==> src/rtl/cpu_uart_pkg.sv <==
// Shared definitions for the UART receive FIFO peripheral: register offsets,
// STATUS bit positions and a helper that assembles the STATUS read word.
package cpu_uart_pkg;

  localparam int unsigned BUS_W          = 32;
  localparam int unsigned BYTE_W         = 8;

  // Register byte offsets from BASE_ADDR
  localparam int unsigned REG_DATA_OFF   = 0;
  localparam int unsigned REG_STATUS_OFF = 4;

  // STATUS bit positions
  localparam int unsigned STAT_NONEMPTY  = 0;
  localparam int unsigned STAT_FULL      = 1;
  localparam int unsigned STAT_OVF       = 2;
  localparam int unsigned STAT_IEN       = 3;
  localparam int unsigned STAT_FLUSH     = 4;
  localparam int unsigned STAT_COUNT_LSB = 8;
  localparam int unsigned STAT_COUNT_W   = 9;

  // Assemble the STATUS read word; unlisted bits read as zero.
  function automatic logic [BUS_W-1:0] pack_status(
    input logic [STAT_COUNT_W-1:0] count,
    input logic                    ien,
    input logic                    ovf,
    input logic                    full,
    input logic                    nonempty
  );
    logic [BUS_W-1:0] w;
    w = '0;
    w[STAT_COUNT_LSB +: STAT_COUNT_W] = count;
    w[STAT_IEN]      = ien;
    w[STAT_OVF]      = ovf;
    w[STAT_FULL]     = full;
    w[STAT_NONEMPTY] = nonempty;
    return w;
  endfunction

endpackage

==> src/rtl/cpu_uart_rx_fifo_if.sv <==
// Bus bundle for the UART receive FIFO peripheral.
//   rx_status/rx_data : receiver byte strobe and byte
//   addr/wdata/mem_rd/mem_wr : CPU memory-mapped access
//   rdata : combinational read data, irq : level interrupt
// master = CPU/receiver side, slave = peripheral side.
interface cpu_uart_rx_fifo_if;
  import cpu_uart_pkg::*;

  logic              rx_status;
  logic [BYTE_W-1:0] rx_data;
  logic [BUS_W-1:0]  addr;
  logic [BUS_W-1:0]  wdata;
  logic              mem_rd;
  logic              mem_wr;
  logic [BUS_W-1:0]  rdata;
  logic              irq;

  modport master (
    output rx_status, rx_data, addr, wdata, mem_rd, mem_wr,
    input  rdata, irq
  );

  modport slave (
    input  rx_status, rx_data, addr, wdata, mem_rd, mem_wr,
    output rdata, irq
  );
endinterface

==> src/rtl/cpu_fifo_core.sv <==
// Generic synchronous circular FIFO with zero-latency head read.
//   clk, reset      : clock, synchronous active-high reset
//   push, wr_data   : write at tail (accepted if not full, or full with pop)
//   pop             : advance head (no-op when empty)
//   flush           : clear pointers and count; wins over push/pop
//   rd_data         : head entry, valid whenever !empty
//   count/full/empty: occupancy from registered state
//   empty_next_c    : emptiness after the coming edge
module cpu_fifo_core #(
  parameter int unsigned WIDTH = 8,
  parameter int unsigned DEPTH = 16,
  localparam int unsigned PTR_W = $clog2(DEPTH),
  localparam int unsigned CNT_W = PTR_W + 1
) (
  input  logic             clk,
  input  logic             reset,
  input  logic             push,
  input  logic             pop,
  input  logic             flush,
  input  logic [WIDTH-1:0] wr_data,
  output logic [WIDTH-1:0] rd_data,
  output logic [CNT_W-1:0] count,
  output logic             full,
  output logic             empty,
  output logic             empty_next_c
);

  logic [WIDTH-1:0] mem_q [DEPTH];
  logic [WIDTH-1:0] mem_d [DEPTH];
  logic [PTR_W-1:0] head_q, head_d;
  logic [PTR_W-1:0] tail_q, tail_d;
  logic [CNT_W-1:0] count_q, count_d;
  logic             pop_ok;
  logic             push_ok;

  // Next-state: flush first, then independent push/pop.
  always_comb begin
    mem_d   = mem_q;
    head_d  = head_q;
    tail_d  = tail_q;
    count_d = count_q;
    pop_ok  = pop && (count_q != '0);
    // When full, a same-cycle pop frees the head slot, which is the tail slot.
    push_ok = push && ((count_q != CNT_W'(DEPTH)) || pop_ok);
    if (flush) begin
      head_d  = '0;
      tail_d  = '0;
      count_d = '0;
    end else begin
      if (push_ok) begin
        mem_d[tail_q] = wr_data;
        tail_d        = tail_q + PTR_W'(1);
      end
      if (pop_ok) begin
        head_d = head_q + PTR_W'(1);
      end
      if (push_ok && !pop_ok) begin
        count_d = count_q + CNT_W'(1);
      end else if (!push_ok && pop_ok) begin
        count_d = count_q - CNT_W'(1);
      end
    end
  end

  // Storage carries no reset; only pointers and count define validity.
  always_ff @(posedge clk) begin
    mem_q <= mem_d;
  end

  always_ff @(posedge clk) begin
    if (reset) begin
      head_q  <= '0;
      tail_q  <= '0;
      count_q <= '0;
    end else begin
      head_q  <= head_d;
      tail_q  <= tail_d;
      count_q <= count_d;
    end
  end

  assign rd_data      = mem_q[head_q];
  assign count        = count_q;
  assign full         = (count_q == CNT_W'(DEPTH));
  assign empty        = (count_q == '0);
  assign empty_next_c = reset || (count_d == '0);

endmodule

==> src/rtl/cpu_uart_rx_fifo.sv <==
// UART receive byte buffer on the CPU peripheral bus.
//   clk, reset : CPU clock, synchronous active-high reset
//   bus        : receiver strobe/byte in, CPU load/store in, rdata/irq out
// DATA at BASE_ADDR pops the head on a load; STATUS at BASE_ADDR+4 reports
// count/ien/overflow/full/nonempty and accepts overflow-clear, ien, flush.
module cpu_uart_rx_fifo
  import cpu_uart_pkg::*;
#(
  parameter int unsigned     DEPTH     = 16,
  parameter logic [BUS_W-1:0] BASE_ADDR = 32'h4000_0020
) (
  input  logic               clk,
  input  logic               reset,
  cpu_uart_rx_fifo_if.slave  bus
);

  localparam int unsigned     CNT_W     = $clog2(DEPTH) + 1;
  localparam logic [BUS_W-1:0] DATA_ADDR = BASE_ADDR + BUS_W'(REG_DATA_OFF);
  localparam logic [BUS_W-1:0] STAT_ADDR = BASE_ADDR + BUS_W'(REG_STATUS_OFF);

  logic              data_sel_c;
  logic              stat_sel_c;
  logic              stat_wr_c;
  logic              pop_c;
  logic              flush_c;
  logic              ovf_set_c;
  logic              ovf_clr_c;
  logic [BUS_W-1:0]  rdata_c;
  logic              unused_wdata_c;

  logic [BYTE_W-1:0] head_data;
  logic [CNT_W-1:0]  count;
  logic              full;
  logic              empty;
  logic              empty_next_c;

  logic              ovf_q, ovf_d;
  logic              ien_q, ien_d;
  logic              irq_q, irq_d;

  cpu_fifo_core #(
    .WIDTH (BYTE_W),
    .DEPTH (DEPTH)
  ) u_fifo (
    .clk          (clk),
    .reset        (reset),
    .push         (bus.rx_status),
    .pop          (pop_c),
    .flush        (flush_c),
    .wr_data      (bus.rx_data),
    .rd_data      (head_data),
    .count        (count),
    .full         (full),
    .empty        (empty),
    .empty_next_c (empty_next_c)
  );

  // Address decode, control register next-state and read mux.
  always_comb begin
    data_sel_c = (bus.addr == DATA_ADDR);
    stat_sel_c = (bus.addr == STAT_ADDR);
    stat_wr_c  = bus.mem_wr && stat_sel_c;
    pop_c      = bus.mem_rd && data_sel_c && !empty;
    flush_c    = stat_wr_c && bus.wdata[STAT_FLUSH];
    ovf_clr_c  = stat_wr_c && bus.wdata[STAT_OVF];
    // A dropped byte needs full with no freeing pop; a flush discards it silently.
    ovf_set_c  = bus.rx_status && full && !pop_c && !flush_c;

    ovf_d = ovf_q;
    if (ovf_clr_c) ovf_d = 1'b0;
    if (ovf_set_c) ovf_d = 1'b1;

    ien_d = stat_wr_c ? bus.wdata[STAT_IEN] : ien_q;
    irq_d = ien_d && !empty_next_c;

    rdata_c = '0;
    if (bus.mem_rd && data_sel_c && !empty) begin
      rdata_c = {(BUS_W - BYTE_W)'(0), head_data};
    end else if (bus.mem_rd && stat_sel_c) begin
      rdata_c = pack_status(STAT_COUNT_W'(count), ien_q, ovf_q, full, !empty);
    end
  end

  always_ff @(posedge clk) begin
    if (reset) begin
      ovf_q <= 1'b0;
      ien_q <= 1'b0;
      irq_q <= 1'b0;
    end else begin
      ovf_q <= ovf_d;
      ien_q <= ien_d;
      irq_q <= irq_d;
    end
  end

  assign unused_wdata_c = ^{bus.wdata[31:5], bus.wdata[1:0]};

  assign bus.rdata = rdata_c;
  assign bus.irq   = irq_q;

endmodule

==> src/flat_wrapper.sv <==
// flat-port wrapper written by rule: the top's interface ports become plain ports
module cpu_uart_rx_fifo_flat import cpu_uart_pkg::*;
#(
  parameter int unsigned     DEPTH     = 16,
  parameter logic [BUS_W-1:0] BASE_ADDR = 32'h4000_0020
)
  (clk, reset, bus_rx_status, bus_rx_data, bus_addr, bus_wdata, bus_mem_rd, bus_mem_wr, bus_rdata, bus_irq);
  cpu_uart_rx_fifo_if bus_i ();
  input  logic clk;
  input  logic reset;
  input wire logic [$bits(bus_i.rx_status)-1:0] bus_rx_status;
  input wire logic [$bits(bus_i.rx_data)-1:0] bus_rx_data;
  input wire logic [$bits(bus_i.addr)-1:0] bus_addr;
  input wire logic [$bits(bus_i.wdata)-1:0] bus_wdata;
  input wire logic [$bits(bus_i.mem_rd)-1:0] bus_mem_rd;
  input wire logic [$bits(bus_i.mem_wr)-1:0] bus_mem_wr;
  output wire logic [$bits(bus_i.rdata)-1:0] bus_rdata;
  output wire logic [$bits(bus_i.irq)-1:0] bus_irq;
  assign bus_i.rx_status = bus_rx_status;
  assign bus_i.rx_data = bus_rx_data;
  assign bus_i.addr = bus_addr;
  assign bus_i.wdata = bus_wdata;
  assign bus_i.mem_rd = bus_mem_rd;
  assign bus_i.mem_wr = bus_mem_wr;
  assign bus_rdata = bus_i.rdata;
  assign bus_irq = bus_i.irq;
  cpu_uart_rx_fifo #(.DEPTH(DEPTH), .BASE_ADDR(BASE_ADDR)) u_core (.clk(clk), .reset(reset), .bus(bus_i));
endmodule
==> config.mk <==
export PLATFORM = sky130hd
export DESIGN_NAME = cpu_uart_rx_fifo_flat
export DESIGN_NICKNAME = d
export VERILOG_FILES = /design/src/rtl/cpu_uart_pkg.sv /design/src/rtl/cpu_uart_rx_fifo_if.sv /design/src/rtl/cpu_fifo_core.sv /design/src/rtl/cpu_uart_rx_fifo.sv /design/src/flat_wrapper.sv
export SDC_FILE = /design/constraint.sdc
export NUM_CORES = 1
export LEC_CHECK = 0
export ABC_AREA = 1
export ABC_CLOCK_PERIOD_IN_PS = 2500
export CAP_MARGIN = 15
export CORE_MARGIN = 5
export CORE_UTILIZATION = 48
export DETAILED_ROUTE_END_ITERATION = 10
export PLACE_DENSITY = 0.81
export REMOVE_ABC_BUFFERS = 1
export SLEW_MARGIN = 10
export SYNTH_ARGS = -nofsm -noshare
export SYNTH_HDL_FRONTEND = slang
export SYNTH_SLANG_ARGS = --single-unit
==> constraint.sdc <==
create_clock -name clk -period 2.5 [get_ports clk]
set_input_delay 0.75 -clock clk [delete_from_list [all_inputs] [get_ports clk]]
set_output_delay 0.75 -clock clk [all_outputs]
set_load 0.005 [all_outputs]
-- After elaboration in Yosys (flattened, before gate mapping)
Index checks and enable logic that the tools add are counted.
- flip-flop bits (word level): 144
- logic and storage cells: 79
- order comparisons: 3
- equal/unequal tests: 4
- multiplexer cells: 14
- add/sub/neg operators: 4
- reduce and logical (&&, ||, !) cells: 29
- bitwise logic cells: 3
- operators with widths (cell ; count):
    bitwise mux 128 bit ; 1
    == test 32 x 31 -> 1 bit (second input constant) ; 2
    binary-select mux 8 bit (select 4 bit) ; 1
    demux 8 bit (select 4 bit) ; 1
    two-way mux 32 bit ; 1
    two-way mux 8 bit ; 3
    logical AND 1 bit ; 15
    two-way mux 5 bit ; 3
    two-way mux 13 bit ; 1
    >= comparator 5 bit (second input constant) ; 2
    zero test 5 bit ; 2
    NOT 4 -> 5 bit ; 2
    adder 4 x 1 -> 4 bit (second input constant) ; 2
    zero test 1 bit ; 6
    adder 5 x 1 -> 5 bit (second input constant) ; 1
    == test 5 bit (second input constant) ; 1
    < comparator 5 x 1 -> 1 bit (second input constant) ; 1
    != test 5 bit (second input constant) ; 1
    nonzero test 5 bit ; 1
    subtractor 5 x 1 -> 5 bit (second input constant) ; 1
    two-way mux 1 bit ; 3
    logical OR 1 bit ; 2
    AND reduction 2 bit ; 1
    nonzero test 2 bit ; 1
    2 further kinds ; 2

-- Longest topological paths before layout
Gate-level depths: netlist (run 1).
- depth after elaboration: 15
- mapped depth: 15
- gate-level depth less buffers: 15

-- Cells and area by module
From an unflattened synthesis (run 1), not the netlist that was laid out.
- cell total of the unflattened synthesis: 598
- area, all modules: 6706.4 sq um
- by module, submodules not included (module ; area each (sq um) ; sequential area each (sq um) ; cells each ; times used):
    cpu_fifo_core ; 6068.3 ; 4103.9 ; 488 ; 1
    cpu_uart_rx_fifo ; 638.1 ; 60.1 ; 110 ; 1

-- Worst setup path after synthesis (run 1)
OpenSTA, ideal clock, no wires.
- path type: input-to-output
- from: input port bus_addr[15]
- to: output port bus_rdata[1]
- slack: -0.103 ns
- arrival time: 1.853 ns
- required time: 1.750 ns
- path buffers: 0
- stages: 9
- cells stage by stage: nor2_1 nand2_1 nor2_2 nand2_1 nor2_4 nand3_1 nor3_1 nand3_1 nand2_1
- word-level cells in the longest chain between the ends: 4
- RTL lines (element ; line ; text):
    start, declared ; flat_wrapper.sv:13 ; input wire logic [$bits(bus_i.addr)-1:0] bus_addr;
    == test 32 x 31 -> 1 bit (on tied branches) ; cpu_uart_rx_fifo.sv:61, cpu_uart_rx_fifo.sv:60 ;
    logical AND 1 bit (on tied branches) ; cpu_uart_rx_fifo.sv:79, cpu_uart_rx_fifo.sv:77 ;
    two-way mux 13 bit or logical AND 1 bit (tied branches) ; cpu_uart_rx_fifo.sv:79, cpu_uart_rx_fifo.sv:77 ;
    two-way mux 32 bit * ; cpu_uart_rx_fifo.sv:77 ; if (bus.mem_rd && data_sel_c && !empty) begin
    end, declared ; flat_wrapper.sv:17 ; output wire logic [$bits(bus_i.rdata)-1:0] bus_rdata;
Mark *: on every way between the ends. The rest lies on a longest branch, timed or not.

-- Worst setup path after layout (run 1)
- from: register u_core.u_fifo.head_q[0]
- to: output port bus_rdata[2]
- word-level cells in the longest chain between the ends: 5
- RTL lines (element ; line ; text):
    start, declared ; cpu_fifo_core.sv:30 ; logic [PTR_W-1:0] head_q, head_d;
    start signal, assigned ; cpu_fifo_core.sv:72 ; head_q <= '0;
    start signal, assigned ; cpu_fifo_core.sv:76 ; head_q <= head_d;
    NOT 4 -> 5 bit (implied by the code) ; cpu_fifo_core.sv:82 ; assign rd_data = mem_q[head_q];
    binary-select mux 8 bit (select 4 bit) ; cpu_fifo_core.sv:82 ;
    two-way mux 8 bit (implied by the code) (2 in a row) ; cpu_fifo_core.sv:82 ;
    two-way mux 32 bit ; cpu_uart_rx_fifo.sv:77 ;
Every way passes these cells. The select of a mux whose other input is x is not followed.

==> results.yml, run 1 <==
run:
  max-cap-violations: 0
yosys:
  netlist_instances: 661
  yosysUniqueCellTypes: 38
  ys_warn_count: 0
  synthFlopType: "edfxtp_1"
  syn_area_um2: 6710
  syn-mean-instance-area_um2: 10.1
  synth_edf_count: 128
  seq_area_frac_synth: 0.621
  ys_ff_latch: 144
  postSynth.asyncResetShare: 0
worst_setup_path:
  crit_chain: "inv_8 > buf_12 > buf_4 > o21ai_0 > o22ai_1 > nand2_1 > a31oi_4 > a32o_2 > buf_2"
  crit_arrival_ps: 2220
  r2r_slack_ps: -110
  r2r_start: "u_core.u_fifo.count[1]"
  slowest_delay_ps: 450
  critical_path.slowest_cell: "dfxtp_4"
  r2r_cells: 16
  crit_buf_inv: 4
  critPathMaxFanout: 7
  start_kind: "flop"
  cpLargestDelayFamily: "compound AO/OA/AOI/OAI gates"
  cp.depth: 9
  crit_type: "flop to primary output"
  r2r_end: "u_core.u_fifo.mem_q[45]"
  cp-end-kind: "primary output"
  required_ps: 1750
sta:
  min_period_ps: 2970
  min_period_over_period: 1.19
  finalHoldViolations: 0
  rsz0062_at_grt: "true"
  setup_viol: 141
  fin_ws_ps: -471
  finalClockSkew_ps: 7.61
  whs_ps: 501
  worstMarginPinSlew_ps: 729
  clock.fmax_ghz: 0.337
  slew_headroom: 0.512
  drv_slew: 0
pwr:
  vdd.ir_drop.worst_mv: 0.501
  power_leakage_nw: 3.84
  power.density_nw_per_um2: 587
  power.total_w: 0.00576
placed_design:
  post-place-ws_ps: -1150
  portBuffers: 61
  gp_congestion: 0.891
  dpl.hpwl_um: 11600
  place_inst: 956
  place_area_um2: 8020
clock_tree:
  cts_buffers: 17
  clkSinkCount: 144
  cts_root_buf: "clkbuf_16"
  clk_latency_ps: 420
  cts_tree: "done"
  hold_buffers: 0
  clockBufferDepth: 2
  h-tree-depth: 4
  clk_pin_slew_ps: 60
finish:
  area_growth_pct: 46.3
  mostFrequentLayoutCell: "edfxtp_1"
  fin_cells: 1035
  drive_gt1_frac: 0.386
  layout.nets: 927
  diodes: 0
  final_cell_mix: "128 x edfxtp_1, 113 x nand2_1, 84 x buf_4"
  fillCellCount: 867
  finish.instance_area_um2: 9810
grt:
  grt_pass1_wl_um: 30900
  grt-ovfl-total: 0
  grt_start_max_net_pins: 30
  grt_antenna_before_repair: 0
  grt_usage: 0.248
  first_global_vias: 5828
die:
  rows: 43
  start_util: 0.487
  die_w_um: 128
  ios: 110
  die_height_um: 128
  die_area_um2: 16400
  core_area_um2: 13800
worst_hold_path:
  hold_path_class: "flop to flop"
  min_from: "u_core.ovf_q"
  hold_end: "u_core.ovf_q"
  min_path_cells: 2
run_status:
  run_status: "complete, but fails checks"
  violations: "setup timing"
route:
  drt_wl_total_um: 23100
  vias_per_cell: 5.90
  vias: 6102
  drc_errors: 0
  drt_iter0_drc: 751
  first_pass_iters: 6
  antenna_left: 0
  wl_per_cell_um: 22.3
[how the worst max path moves through the flow]
stage / to / startpoint / slack, ps
final: bus_rdata[2] / u_core.u_fifo.head_q[0] / -470
after global routing: bus_rdata[2] / u_core.u_fifo.head_q[0] / -500
after CTS: bus_rdata[2] / bus_addr[24] / -370
after detailed placement: bus_rdata[6] / bus_addr[5] / -1150
after global placement: bus_rdata[6] / bus_addr[5] / -1090
after floorplan: bus_rdata[0] / u_core.u_fifo.head_q[0] / -1350
[cell usage after synthesis, drive strengths merged, types with 5 or more instances]
cell type,count,share of area
a211oi,5,0.0056
a21oi,34,0.027
a22oi,7,0.0078
a32o,5,0.0075
buf,28,0.029
clkbuf,20,0.011
dfxtp,16,0.048
edfxtp,128,0.57
ha,8,0.015
inv,51,0.029
nand2,133,0.078
nand3,34,0.031
nand4,9,0.0084
nor2,103,0.060
nor3,10,0.0075
o21ai,37,0.028
o22ai,16,0.015
[power breakdown]
group / switching [W] / leakage (nW) / total [W] / internal [W]
clock: 0.00101 / 0.285 / 0.00258 / 0.00157
combinational: 0.000281 / 2.27 / 0.000505 / 0.000224
sequential: 0.0000219 / 1.29 / 0.00268 / 0.00266
total: 0.00131 / 3.84 / 0.00576 / 0.00445
[area by class of cell]
class                           instances  area (um2)  area share
Clock inverter                         13         163      0.0166
Timing Repair Buffer                  192        1870       0.191
Tap cell                              180         225      0.0230
Multi-Input combinational cell        436        2740       0.280
Sequential cell                       144        4170       0.425
Inverter                               51         204      0.0208
Clock buffer                           19         433      0.0441
[sequential cells by signal, indices dropped and copies added, names as in the netlist]
name	count
u_core.u_fifo.mem_q	128
u_core.u_fifo.head_q	4
u_core.ien_q	1
u_core.ovf_q	1
u_core.bus.irq	1
u_core.u_fifo.count	5
u_core.u_fifo.tail_q	4
[metal layers]
metal  wire (um)  track usage
met5           0            0
met4        1180        0.134
met3        2410       0.0542
met2       11500        0.426
met1        7990        0.288
[worst register-to-register path: stages, from the launching register on]
cell,delay (ps)
dfxtp_1,350
inv_2,70
ha_4,160
nand3_2,70
nand3_2,80
inv_2,90
nand3_4,190
buf_6,200
buf_6,110
buf_4,160
nand2_4,80
nand2_4,60
a21oi_4,130
buf_12,170
nand2_8,90
nor2_2,130
buf_6,190
[what timing repair did]
action	in CTS	in global routing
gates cloned	2	5
endpoints found under the setup margin	141	144
gates resized for setup	294	105
endpoints found under the hold margin	0	0
setup buffers	32	12
pin swaps	61	57
[kinds of logic after synthesis]
kind of cell	share of synthesized area
AO/OA/AOI/OAI	0.101
adder cells (fa/ha/maj)	0.0149
XOR/XNOR	0.00522
buffers and inverters	0.0694
AND/OR/NAND/NOR	0.188
flip-flops	0.621
other	0.000559
[through the flow]
stage,utilization,setup TNS (ps)
CTS,0.668,-17020
detailed placement,0.582,-112070
global route,0.712,-33360
global placement,0.582,-103450
finish,0.712,-26420
floorplan,-,-26470
Power figures use the tool's default switching activity.
==> run 2, diff against run 1 <==
--- a/config.mk
+++ b/config.mk
@@ -11,6 +11,7 @@
 export CORE_MARGIN = 5
 export CORE_UTILIZATION = 48
 export DETAILED_ROUTE_END_ITERATION = 10
+export MAX_ROUTING_LAYER = met4
 export PLACE_DENSITY = 0.81
 export REMOVE_ABC_BUFFERS = 1
 export SLEW_MARGIN = 10
==> results.yml, run 2 (synthesized netlist as in run 1, its figures left out) <==
worst_setup_path:
  crit_type: "flop to primary output"
  start_kind: "flop"
  r2r_slack_ps: -170
  cp-end-kind: "primary output"
  critPathMaxFanout: 7
  r2r_cells: 16
  r2r_start: "u_core.u_fifo.count[1]"
  crit_arrival_ps: 2210
  required_ps: 1750
  r2r_end: "u_core.u_fifo.mem_q[60]"
route:
  drt_iter0_drc: 787
  drc_errors: 0
  first_pass_iters: 5
  vias_per_cell: 6.05
  antenna_left: 0
  wl_per_cell_um: 22.6
  drt_wl_total_um: 23500
  vias: 6296
die:
  core_area_um2: 13800
  die_height_um: 128
  start_util: 0.487
  die_w_um: 128
  rows: 43
  die_area_um2: 16400
  ios: 110
pwr:
  vdd.ir_drop.worst_mv: 0.501
  power_leakage_nw: 3.87
  power.density_nw_per_um2: 582
finish:
  largest_register: "u_core.u_fifo.mem_q"
  layout.nets: 933
  largest_register_ffs: 128
  finish.instance_area_um2: 9900
  final_cell_mix: "128 x edfxtp_1, 110 x nand2_1, 87 x buf_4"
  fin_cells: 1041
  drive_gt1_frac: 0.405
  diodes: 0
  mostFrequentLayoutCell: "edfxtp_1"
  area_growth_pct: 47.6
sta:
  min_period_ps: 2960
  rsz0062_at_grt: "true"
  setup_viol: 141
  fin_ws_ps: -462
  drv_slew: 0
  slew_headroom: 0.539
  min_period_over_period: 1.18
  finalHoldViolations: 0
  finalClockSkew_ps: 7.37
  clock.fmax_ghz: 0.338
  worstMarginPinSlew_ps: 689
clock_tree:
  hold_buffers: 0
  cts_buffers: 17
  h-tree-depth: 4
  cts_tree: "done"
  clkSinkCount: 144
  cts_root_buf: "clkbuf_16"
  clockBufferDepth: 2
  clk_latency_ps: 420
  clk_pin_slew_ps: 60
grt:
  grt_start_max_net_pins: 30
  grt_usage: 0.256
  grt_antenna_before_repair: 0
  grt-ovfl-total: 0
  first_global_vias: 5822
  grt_pass1_wl_um: 31000
run_status:
  run_status: "complete, but fails checks"
  violations: "setup timing"
placed_design:
  place_area_um2: 8020
  portBuffers: 61
  dpl.hpwl_um: 11600
  gp_congestion: 0.906
  place_inst: 956
run:
  max-cap-violations: 0
worst_hold_path:
  hold_end: "u_core.ovf_q"
  hold_path_class: "flop to flop"
  min_path_cells: 2
  min_from: "u_core.ovf_q"
-- run 2: changes by cell type in the layout (fill, tap and decap cells not counted), sizes merged --
cell      change
buf           +6
clkinvlp      +1
inv           -1
-- run 2: cell type report --
| class | instances | area [um2] |
|---|---|---|
| sequential | 144 | 4170 |
| fill | 855 | 3880 |
| multi-input combinational | 436 | 2770 |
| timing repair buffer | 198 | 1920 |
| clock buffer | 19 | 433 |
| tap | 180 | 225 |
| inverter | 51 | 205 |
| clock inverter | 13 | 163 |
-- run 2: routing by layer --
| metal | share of wire | GRT usage | vias to the layer above | wire length, um |
|---|---|---|---|---|
| li1 | - | - | 2639 | - |
| met1 | 0.34 | 0.293 | 2976 | 8010 |
| met2 | 0.49 | 0.428 | 514 | 11500 |
| met3 | 0.11 | 0.0521 | 167 | 2490 |
| met4 | 0.067 | 0.129 | 0 | 1570 |
| met5 | 0 | - | - | 0 |
-- run 2: critical path, cell delays in order (launching register included) --
cell and delay, ps:
dfxtp_4 360, clkinvlp_4 100, buf_6 130, buf_4 190, o21ai_1 80, o22ai_1 280, nand2_1 190, a31oi_4 190
a32o_1 140, buf_2 110
-- run 2: timing repair --
item / CTS / global route
setup buffers: 32 / 18
resized for setup: 294 / 119
pin swaps: 61 / 59
endpoints found under the setup margin: 141 / 144
gates cloned: 2 / 6
-- run 2: power by group --
part,switching (W),leakage (nW),internal (W)
registers,0.0000229,1.29,0.00266
logic,0.000288,2.30,0.000222
clock network,0.000998,0.285,0.00157
-- run 2: how the worst max path moves through the flow --
stage	startpoint	endpoint	slack, ps	cells past startpoint
2_1_floorplan	u_core.u_fifo.head_q[0]	bus_rdata[0]	-1350	6
3_3_place_gp	bus_addr[5]	bus_rdata[6]	-1090	9
3_5_place_dp	bus_addr[5]	bus_rdata[6]	-1150	9
4_1_cts	bus_addr[24]	bus_rdata[2]	-370	11
5_1_grt	u_core.u_fifo.head_q[0]	bus_rdata[2]	-500	9
6_report	u_core.u_fifo.head_q[1]	bus_rdata[3]	-460	9
-- run 2: per-stage QoR --
| stage | TNS [ps] | hold slack (ps) | setup WS [ps] | total power (W) | util |
|---|---|---|---|---|---|
| 3_5_place_dp | -112070 | 473 | -1150 | 0.00311 | 0.582 |
| 2_1_floorplan | -26470 | 438 | -1350 | 0.00288 | - |
| 4_1_cts | -17020 | 480 | -369 | 0.00564 | 0.668 |
| 3_3_place_gp | -103450 | 480 | -1090 | 0.00310 | 0.582 |
| 5_1_grt | -35070 | 524 | -503 | 0.00591 | 0.718 |
| 6_report | -30120 | 500 | -462 | 0.00576 | 0.718 |
==> run 3, diff against run 2 <==
--- a/config.mk
+++ b/config.mk
@@ -6,7 +6,6 @@
 export NUM_CORES = 1
 export LEC_CHECK = 0
 export ABC_AREA = 1
-export ABC_CLOCK_PERIOD_IN_PS = 2500
 export CAP_MARGIN = 15
 export CORE_MARGIN = 5
 export CORE_UTILIZATION = 48
@@ -14,7 +13,7 @@
 export MAX_ROUTING_LAYER = met4
 export PLACE_DENSITY = 0.81
 export REMOVE_ABC_BUFFERS = 1
-export SLEW_MARGIN = 10
+export SLEW_MARGIN = 20
 export SYNTH_ARGS = -nofsm -noshare
 export SYNTH_HDL_FRONTEND = slang
 export SYNTH_SLANG_ARGS = --single-unit
==> results of run 3 <==
No change in the layout: final DEF, timing and power equal those of run 2.
